==> src/rtl/fwd_hazard_unit_pkg.sv <==
// -----------------------------------------------------------------------------
// fwd_pkg
// Shared types and helpers for the forwarding / load-use hazard unit.
//   trk_entry_t     : one in-flight write tracked after EX
//   SEL_REGFILE     : forward select value meaning "read the register file"
//   youngest_match(): priority pick of the youngest matching producer stage
// The tracker rd field is sized for the widest supported register address
// so the type does not depend on module parameters; narrower addresses are
// zero-extended on entry.
// -----------------------------------------------------------------------------
package fwd_pkg;

  localparam int REG_AW_MAX  = 8;
  localparam int STAGES_MAX  = 15;
  localparam int SEL_W_MAX   = 4;
  localparam int SEL_REGFILE = 0;

  typedef struct packed {
    logic                  valid;
    logic                  regwrite;
    logic                  memread;
    logic [REG_AW_MAX-1:0] rd;
  } trk_entry_t;

  // Bit k-1 of match is stage k; the smallest set k wins, 0 when none is set.
  function automatic logic [SEL_W_MAX-1:0] youngest_match(
    input logic [STAGES_MAX-1:0] match
  );
    logic [SEL_W_MAX-1:0] sel;
    sel = SEL_W_MAX'(SEL_REGFILE);
    for (int k = STAGES_MAX; k >= 1; k--) begin
      if (match[k-1]) begin
        sel = SEL_W_MAX'(k);
      end else begin
        sel = sel;
      end
    end
    return sel;
  endfunction

endpackage

==> src/rtl/fwd_hazard_unit_if.sv <==
// -----------------------------------------------------------------------------
// fwd_hazard_unit_if
// Pipeline-side bundle for the hazard unit.
//   master : pipeline control (drives EX/ID descriptors, consumes decisions)
//   slave  : fwd_hazard_unit
// Signals: ex_valid, ex_regwrite, ex_memread, ex_rd, ex_rs, id_valid, id_rs
//          (to the unit); forward_sel, stall, id_ex_bubble (from the unit).
// With FWD_PERF_CNT_EN defined, stall_cnt and fwd_cnt are also carried.
// -----------------------------------------------------------------------------
interface fwd_hazard_unit_if #(
  parameter int REG_AW     = 5,
  parameter int NUM_SRC    = 2,
  parameter int FWD_STAGES = 2,
  parameter int SEL_W      = $clog2(FWD_STAGES + 1)
);

  logic                      ex_valid;
  logic                      ex_regwrite;
  logic                      ex_memread;
  logic [REG_AW-1:0]         ex_rd;
  logic [NUM_SRC*REG_AW-1:0] ex_rs;
  logic                      id_valid;
  logic [NUM_SRC*REG_AW-1:0] id_rs;
  logic [NUM_SRC*SEL_W-1:0]  forward_sel;
  logic                      stall;
  logic                      id_ex_bubble;
`ifdef FWD_PERF_CNT_EN
  logic [31:0]               stall_cnt;
  logic [31:0]               fwd_cnt;

  modport master (
    output ex_valid, ex_regwrite, ex_memread, ex_rd, ex_rs, id_valid, id_rs,
    input  forward_sel, stall, id_ex_bubble, stall_cnt, fwd_cnt
  );

  modport slave (
    input  ex_valid, ex_regwrite, ex_memread, ex_rd, ex_rs, id_valid, id_rs,
    output forward_sel, stall, id_ex_bubble, stall_cnt, fwd_cnt
  );
`else
  modport master (
    output ex_valid, ex_regwrite, ex_memread, ex_rd, ex_rs, id_valid, id_rs,
    input  forward_sel, stall, id_ex_bubble
  );

  modport slave (
    input  ex_valid, ex_regwrite, ex_memread, ex_rd, ex_rs, id_valid, id_rs,
    output forward_sel, stall, id_ex_bubble
  );
`endif

endinterface

==> src/rtl/fwd_hazard_unit_chk.sv <==
// -----------------------------------------------------------------------------
// fwd_hazard_unit_chk
// Checker: a forward must never pick a stage where load data is not yet
// available (stage k <= LOAD_LAT holding a load). The load-use stall is what
// keeps this from happening.
//   clk, rst_n  : clock, active-low reset (checks disabled in reset)
//   forward_sel : per-operand forward selects from the unit
//   stage_load  : memread flag of every tracker stage
// -----------------------------------------------------------------------------
module fwd_hazard_unit_chk #(
  parameter int NUM_SRC    = 2,
  parameter int FWD_STAGES = 2,
  parameter int LOAD_LAT   = 1,
  parameter int SEL_W      = 2
) (
  input logic                     clk,
  input logic                     rst_n,
  input logic [NUM_SRC*SEL_W-1:0] forward_sel,
  input logic [FWD_STAGES:1]      stage_load
);

  for (genvar i = 0; i < NUM_SRC; i++) begin : g_op
    logic [SEL_W-1:0] sel_s;
    assign sel_s = forward_sel[i*SEL_W +: SEL_W];
    for (genvar k = 1; k <= FWD_STAGES; k++) begin : g_stage
      a_no_pending_load_fwd: assert property (
        @(posedge clk) disable iff (!rst_n)
        !((sel_s == SEL_W'(k)) && (k <= LOAD_LAT) && stage_load[k])
      );
    end
  end

endmodule

==> src/rtl/fwd_hazard_unit_tracker.sv <==
// -----------------------------------------------------------------------------
// fwd_tracker
// Shift register of in-flight writes behind EX. Stage 1 is EX/MEM, stage 2
// MEM/WB, and so on. It never holds: everything after EX is stall-free, so a
// bubble inserted into ID/EX simply shows up here as an invalid entry.
//   clk, rst_n : clock, asynchronous active-low reset (clears every entry)
//   ex_entry   : descriptor of the instruction currently in EX
//   stages     : tracker contents, index k = stage k
// -----------------------------------------------------------------------------
module fwd_tracker
  import fwd_pkg::*;
#(
  parameter int FWD_STAGES = 2
) (
  input  logic                         clk,
  input  logic                         rst_n,
  input  trk_entry_t                   ex_entry,
  output trk_entry_t [FWD_STAGES:1]    stages
);

  trk_entry_t [FWD_STAGES:1] stages_r;

  // Advance every entry by one stage per clock, EX enters at stage 1.
  always_ff @(posedge clk or negedge rst_n) begin
    if (!rst_n) begin
      stages_r <= '0;
    end else begin
      stages_r[1] <= ex_entry;
      for (int k = 2; k <= FWD_STAGES; k++) begin
        stages_r[k] <= stages_r[k-1];
      end
    end
  end

  assign stages = stages_r;

endmodule

==> src/rtl/fwd_hazard_unit.sv <==
// -----------------------------------------------------------------------------
// fwd_hazard_unit
// Forwarding and load-use hazard detection for the pipelined MIPS core.
//   clk   : rising-edge clock
//   rst_n : asynchronous active-low reset
//   hz    : fwd_hazard_unit_if.slave
//     in : ex_valid, ex_regwrite, ex_memread, ex_rd, ex_rs (EX instruction)
//          id_valid, id_rs (IF/ID instruction)
//     out: forward_sel  per operand 0 = register file, k = stage k
//          stall        hold PC and IF/ID
//          id_ex_bubble load a bubble into ID/EX on the next edge
// Optional build macro FWD_PERF_CNT_EN adds hz.stall_cnt (stall cycles) and
// hz.fwd_cnt (forwarded operands), both 32-bit wrapping counters.
// forward_sel / stall are combinational: they steer the EX operand muxes and
// the IF/ID enables in the same cycle.
// -----------------------------------------------------------------------------
module fwd_hazard_unit
  import fwd_pkg::*;
#(
  parameter int REG_AW     = 5,
  parameter int NUM_SRC    = 2,
  parameter int FWD_STAGES = 2,
  parameter int LOAD_LAT   = 1,
  parameter int SEL_W      = $clog2(FWD_STAGES + 1)
) (
  input logic              clk,
  input logic              rst_n,
  fwd_hazard_unit_if.slave hz
);

  // Elaboration-time parameter checks.
  if (FWD_STAGES < 2 || FWD_STAGES > STAGES_MAX) begin : g_bad_stages
    $error("fwd_hazard_unit: FWD_STAGES out of range");
  end
  if (LOAD_LAT < 1 || LOAD_LAT >= FWD_STAGES) begin : g_bad_load_lat
    $error("fwd_hazard_unit: LOAD_LAT must be in 1..FWD_STAGES-1");
  end
  if (NUM_SRC < 1) begin : g_bad_num_src
    $error("fwd_hazard_unit: NUM_SRC must be at least 1");
  end
  if (REG_AW < 1 || REG_AW > REG_AW_MAX || SEL_W > SEL_W_MAX) begin : g_bad_width
    $error("fwd_hazard_unit: REG_AW or SEL_W exceeds package limits");
  end

  trk_entry_t                       ex_entry_s;
  trk_entry_t [FWD_STAGES:1]        stages_s;
  logic [NUM_SRC-1:0][STAGES_MAX-1:0] fwd_match_s;
  logic [NUM_SRC*SEL_W-1:0]         forward_sel_s;
  logic                             stall_s;
  logic [FWD_STAGES:1]              stage_load_s;

  // A producer writes register r when it is real, writes, and r is not r0.
  function automatic logic writes_reg(input trk_entry_t e, input logic [REG_AW-1:0] r);
    return e.valid & e.regwrite & (e.rd != '0) & (e.rd == REG_AW_MAX'(r));
  endfunction

  // A load whose result any ID source operand still needs.
  function automatic logic load_blocks_id(
    input trk_entry_t                e,
    input logic                      id_valid,
    input logic [NUM_SRC*REG_AW-1:0] id_rs
  );
    logic hit;
    hit = 1'b0;
    for (int i = 0; i < NUM_SRC; i++) begin
      hit = hit | writes_reg(e, id_rs[i*REG_AW +: REG_AW]);
    end
    return hit & e.memread & id_valid;
  endfunction

  assign ex_entry_s = '{
    valid:    hz.ex_valid,
    regwrite: hz.ex_regwrite,
    memread:  hz.ex_memread,
    rd:       REG_AW_MAX'(hz.ex_rd)
  };

  fwd_tracker #(
    .FWD_STAGES (FWD_STAGES)
  ) u_tracker (
    .clk      (clk),
    .rst_n    (rst_n),
    .ex_entry (ex_entry_s),
    .stages   (stages_s)
  );

  // Per operand: flag matching stages, then take the youngest one.
  always_comb begin
    fwd_match_s   = '0;
    forward_sel_s = '0;
    for (int i = 0; i < NUM_SRC; i++) begin
      for (int k = 1; k <= FWD_STAGES; k++) begin
        fwd_match_s[i][k-1] = writes_reg(stages_s[k], hz.ex_rs[i*REG_AW +: REG_AW]);
      end
      forward_sel_s[i*SEL_W +: SEL_W] = SEL_W'(youngest_match(fwd_match_s[i]));
    end
  end

  // Load-use: OR over EX (j = 0) and tracker stages j < LOAD_LAT. A younger
  // non-load write of the same rd does not cancel this; the stall is
  // deliberately conservative.
  always_comb begin
    stall_s = load_blocks_id(ex_entry_s, hz.id_valid, hz.id_rs);
    for (int j = 1; j < LOAD_LAT; j++) begin
      stall_s = stall_s | load_blocks_id(stages_s[j], hz.id_valid, hz.id_rs);
    end
  end

  assign hz.forward_sel  = forward_sel_s;
  assign hz.stall        = stall_s;
  assign hz.id_ex_bubble = stall_s;

  // Gather the per-stage load flags for the checker.
  always_comb begin
    stage_load_s = '0;
    for (int k = 1; k <= FWD_STAGES; k++) begin
      stage_load_s[k] = stages_s[k].memread;
    end
  end

  fwd_hazard_unit_chk #(
    .NUM_SRC    (NUM_SRC),
    .FWD_STAGES (FWD_STAGES),
    .LOAD_LAT   (LOAD_LAT),
    .SEL_W      (SEL_W)
  ) u_chk (
    .clk         (clk),
    .rst_n       (rst_n),
    .forward_sel (forward_sel_s),
    .stage_load  (stage_load_s)
  );

`ifdef FWD_PERF_CNT_EN
  logic [31:0] stall_cnt_r;
  logic [31:0] fwd_cnt_r;
  logic [31:0] fwd_inc_s;

  // Number of operands taking a forwarded value this cycle.
  always_comb begin
    fwd_inc_s = 32'd0;
    for (int i = 0; i < NUM_SRC; i++) begin
      fwd_inc_s = fwd_inc_s + 32'(forward_sel_s[i*SEL_W +: SEL_W] != '0);
    end
  end

  // Free-running wrapping performance counters.
  always_ff @(posedge clk or negedge rst_n) begin
    if (!rst_n) begin
      stall_cnt_r <= 32'd0;
      fwd_cnt_r   <= 32'd0;
    end else begin
      stall_cnt_r <= stall_cnt_r + {31'd0, stall_s};
      fwd_cnt_r   <= fwd_cnt_r + fwd_inc_s;
    end
  end

  assign hz.stall_cnt = stall_cnt_r;
  assign hz.fwd_cnt   = fwd_cnt_r;
`endif

endmodule

==> src/flat_wrapper.sv <==
// flat-port wrapper written by rule: the top's interface ports become plain ports
module fwd_hazard_unit_flat import fwd_pkg::*;
#(
  parameter int REG_AW     = 5,
  parameter int NUM_SRC    = 2,
  parameter int FWD_STAGES = 2,
  parameter int LOAD_LAT   = 1,
  parameter int SEL_W      = $clog2(FWD_STAGES + 1)
)
  (clk, rst_n, hz_ex_valid, hz_ex_regwrite, hz_ex_memread, hz_ex_rd, hz_ex_rs, hz_id_valid, hz_id_rs, hz_forward_sel, hz_stall, hz_id_ex_bubble);
  fwd_hazard_unit_if #(.REG_AW(REG_AW), .NUM_SRC(NUM_SRC), .FWD_STAGES(FWD_STAGES), .SEL_W(SEL_W)) hz_i ();
  input logic clk;
  input logic rst_n;
  input wire logic [$bits(hz_i.ex_valid)-1:0] hz_ex_valid;
  input wire logic [$bits(hz_i.ex_regwrite)-1:0] hz_ex_regwrite;
  input wire logic [$bits(hz_i.ex_memread)-1:0] hz_ex_memread;
  input wire logic [$bits(hz_i.ex_rd)-1:0] hz_ex_rd;
  input wire logic [$bits(hz_i.ex_rs)-1:0] hz_ex_rs;
  input wire logic [$bits(hz_i.id_valid)-1:0] hz_id_valid;
  input wire logic [$bits(hz_i.id_rs)-1:0] hz_id_rs;
  output wire logic [$bits(hz_i.forward_sel)-1:0] hz_forward_sel;
  output wire logic [$bits(hz_i.stall)-1:0] hz_stall;
  output wire logic [$bits(hz_i.id_ex_bubble)-1:0] hz_id_ex_bubble;
  assign hz_i.ex_valid = hz_ex_valid;
  assign hz_i.ex_regwrite = hz_ex_regwrite;
  assign hz_i.ex_memread = hz_ex_memread;
  assign hz_i.ex_rd = hz_ex_rd;
  assign hz_i.ex_rs = hz_ex_rs;
  assign hz_i.id_valid = hz_id_valid;
  assign hz_i.id_rs = hz_id_rs;
  assign hz_forward_sel = hz_i.forward_sel;
  assign hz_stall = hz_i.stall;
  assign hz_id_ex_bubble = hz_i.id_ex_bubble;
  fwd_hazard_unit #(.REG_AW(REG_AW), .NUM_SRC(NUM_SRC), .FWD_STAGES(FWD_STAGES), .LOAD_LAT(LOAD_LAT), .SEL_W(SEL_W)) u_core (.clk(clk), .rst_n(rst_n), .hz(hz_i));
endmodule
==> config.mk <==
export PLATFORM = sky130hd
export DESIGN_NAME = fwd_hazard_unit_flat
export DESIGN_NICKNAME = d
export VERILOG_FILES = /design/src/rtl/fwd_hazard_unit_pkg.sv /design/src/rtl/fwd_hazard_unit_if.sv /design/src/rtl/fwd_hazard_unit_chk.sv /design/src/rtl/fwd_hazard_unit_tracker.sv /design/src/rtl/fwd_hazard_unit.sv /design/src/flat_wrapper.sv
export SDC_FILE = /design/constraint.sdc
export NUM_CORES = 1
export LEC_CHECK = 0
export BUFFER_PORTS_ARGS = -buffer_cell sky130_fd_sc_hd__buf_2
export CAP_MARGIN = 20
export CORE_ASPECT_RATIO = 1.25
export CORE_MARGIN = 5
export CORE_UTILIZATION = 43
export CTS_CLUSTER_DIAMETER = 120
export DETAILED_ROUTE_END_ITERATION = 10
export PLACE_DENSITY = 0.84
export SYNTH_ARGS = -nofsm -noshare
export SYNTH_HDL_FRONTEND = slang
export SYNTH_HIERARCHICAL = 1
export SYNTH_SLANG_ARGS = --single-unit
==> constraint.sdc <==
create_clock -name clk -period 1.31 [get_ports clk]
set_input_delay 0.131 -clock clk [delete_from_list [all_inputs] [get_ports clk]]
set_output_delay 0.131 -clock clk [all_outputs]
set_load 0.01 [all_outputs]
==> metrics.csv <==
stage,metric,value,unit
floorplanning,start_util,45.9,%
critical_path,worst_r2r_endpoint,u_core/u_tracker/stages[12],
critical_path,required,1180,ps
floorplanning,die_h,62.0,um
global_route,grtUsageTotal,14.0,%
power_and_ir_drop,p_seq_share,53.4,%
clock_tree,cts_tree,built,
power_and_ir_drop,power.density,881,nW/um^2
clock_tree,insertion_delay,290,ps
floorplanning,die_area,3200,um^2
power_and_ir_drop,combPwrFrac,19.7,%
clock_tree,cts_max_level,1,
critical_path,cp_num_buf_inv,1,
routing,vias_per_cell,4.96,
clock_tree,cts.path.max_buffers,2,
global_route,grt_max_degree,21,
hold_path,hold_depth,1,
hold_path,hold_end,u_core/u_tracker/stages[1],
status,outcome,"complete, but fails checks",
hold_path,holdCritPathClass,in -> reg,
sta,finalCritPeriodShare,143,%
routing,final_antenna_net_count,0,
finish,multi_input_area,499,um^2
sta,slew_viol_final,0,
finish,final_area,1420,um^2
finish,largest_reg_flops,20,
sta,grt_setup_unrepaired,yes,
critical_path,cpLargestDelayFamily,simple AND/OR/NAND/NOR gates,
placement,gp_congestion,0.755,
power_and_ir_drop,p_sw_share,23.4,%
finish,diodes,0,
clock_tree,root_buffer,clkbuf_4,
critical_path,cp-start-kind,flip-flop,
placement,hpwl,1630,um
status,failed_checks,negative setup slack,
critical_path,critical_path.max_fanout,2,
global_route,grt_pass1_vias,792,
power_and_ir_drop,clkPwrFrac,26.9,%
clock_tree,cts.sinks,20,
floorplanning,ios,37,
global_route,antenna_found_initial,0,
critical_path,arrival,1740,ps
sta,fin_crit,1880,ps
critical_path,critPathCaptureType,output pin,
floorplanning,core-area,2030,um^2
finish,seq_area,500,um^2
placement,placed_cell_area,1250,um^2
routing,wl_per_cell,12.6,um
critical_path,worstPathCellList,"or4_4, o211ai_4, nor4_2, nor3_2, buf_2",
routing,firstDrtPassIters,3,
sta,setup_viol_count_final,4,
critical_path,rrSetupSlack,660,ps
floorplanning,die_w,51.6,um
power_and_ir_drop,p_sw,292,uW
hold_path,worstHoldStart,hz_ex_rd[1],
critical_path,rr_startpoint,u_core/u_tracker/stages[1],
critical_path,slowest_stage,or4_4,
finish,final_nets,167,
finish,drive_above_1_share,47.4,%
placement,post-place-ws,-266,ps
routing,vias,769,
clock_tree,numCtsBuffers,3,
routing,totalWireLength,1950,um
synthesis,avgSynthCellArea,11.9,um^2
floorplanning,rows,18,
sta,fin_skew,5.51,ps
global_route,overflow,0,
critical_path,worstRegToRegCells,1,
sta,fmax,0.533,GHz
placement,portBuffers,36,
power_and_ir_drop,peakVddDrop,0.778,mV
finish,fillers,148,
run,maxCapViolCount,0,
finish,final_util,69.8,%
finish,area_growth_syn_to_layout,52.2,%
sta,fin_ws,-565,ps
routing,drt_iter0_drc,3,
sta,fin_setup_tns,-2040,ps
synthesis,synth_warnings,6,
critical_path,critical_path_class,reg -> out,
power_and_ir_drop,leakage,0.000642,uW
clock_tree,clk_pin_slew,100,ps
synthesis,syn_inst,78,
sta,finalHoldViolations,0,
clock_tree,post_cts_buffers,0,
routing,drc,0,
synthesis,netlist_area,930,um^2
global_route,grt_pass1_wl,3240,um
power_and_ir_drop,p_int,954,uW
critical_path,cpPeakStageDelay,540,ps
power_and_ir_drop,total_power,1250,uW
## power groups by stage
| stage | combinational, uW | clock (uW) | sequential (uW) |
|---|---|---|---|
| 6_report | 246 | 335 | 665 |
| 5_1_grt | 274 | 366 | 668 |
| 4_1_cts | 236 | 345 | 665 |
| 3_5_place_dp | 213 | 0 | 677 |
| 3_3_place_gp | 205 | 0 | 674 |
| 2_1_floorplan | 90.8 | 0 | 680 |
## stage by stage
stage,instances,hold slack [ps]
2_1_floorplan,80,-165
3_3_place_gp,146,73.4
3_5_place_dp,146,82.0
4_1_cts,155,0.785
5_1_grt,155,1.88
6_report,155,13.3
## cells in the final DEF (no fill, tap or decap), drive strengths merged
cell type,n
a221oi,1
and4bb,1
buf,47
clkbuf,4
conb,3
dfrtp,20
dlygate4sd3,5
inv,1
nand2,1
nand3,6
nand4,1
nor2,1
nor3,7
nor4,3
o211ai,1
o21ai,1
or4,2
xnor2,14
xor2,16
## worst max path at each step
stage | startpoint | end | slack, ps | cells after the start
finish | u_core/u_tracker/stages[3] | hz_forward_sel[3] | -570 | 5
global route | u_core/u_tracker/stages[3] | hz_forward_sel[1] | -640 | 5
detailed placement | u_core/u_tracker/stages[3] | hz_forward_sel[3] | -270 | 5
floorplan | u_core/u_tracker/stages[3] | hz_forward_sel[1] | -220 | 4
CTS | u_core/u_tracker/stages[3] | hz_forward_sel[3] | -600 | 5
global placement | u_core/u_tracker/stages[3] | hz_forward_sel[1] | -220 | 5
## metal layers
layer	up-vias	share of wire [%]	GRT usage, %
met3	2	9.0	2.15
met1	355	34	14.7
met2	36	56	26.2
met5	-	0	0
met4	0	1.4	8.99
li1	376	-	-
## what timing repair did
item                                    CTS  global route
endpoints found under the hold margin    24             0
resized for setup                         7             7
pin swaps                                 5             4
endpoints found under the setup margin    6             6
hold buffers                              5             0
## cell type report
class	count	share of cell area, %
sequential	20	35.4
multi-input combinational	58	35.3
timing repair buffer	52	24.8
clock buffer	4	2.56
tap	20	1.77
inverter	1	0.265
(Power assumes the default switching activity.)
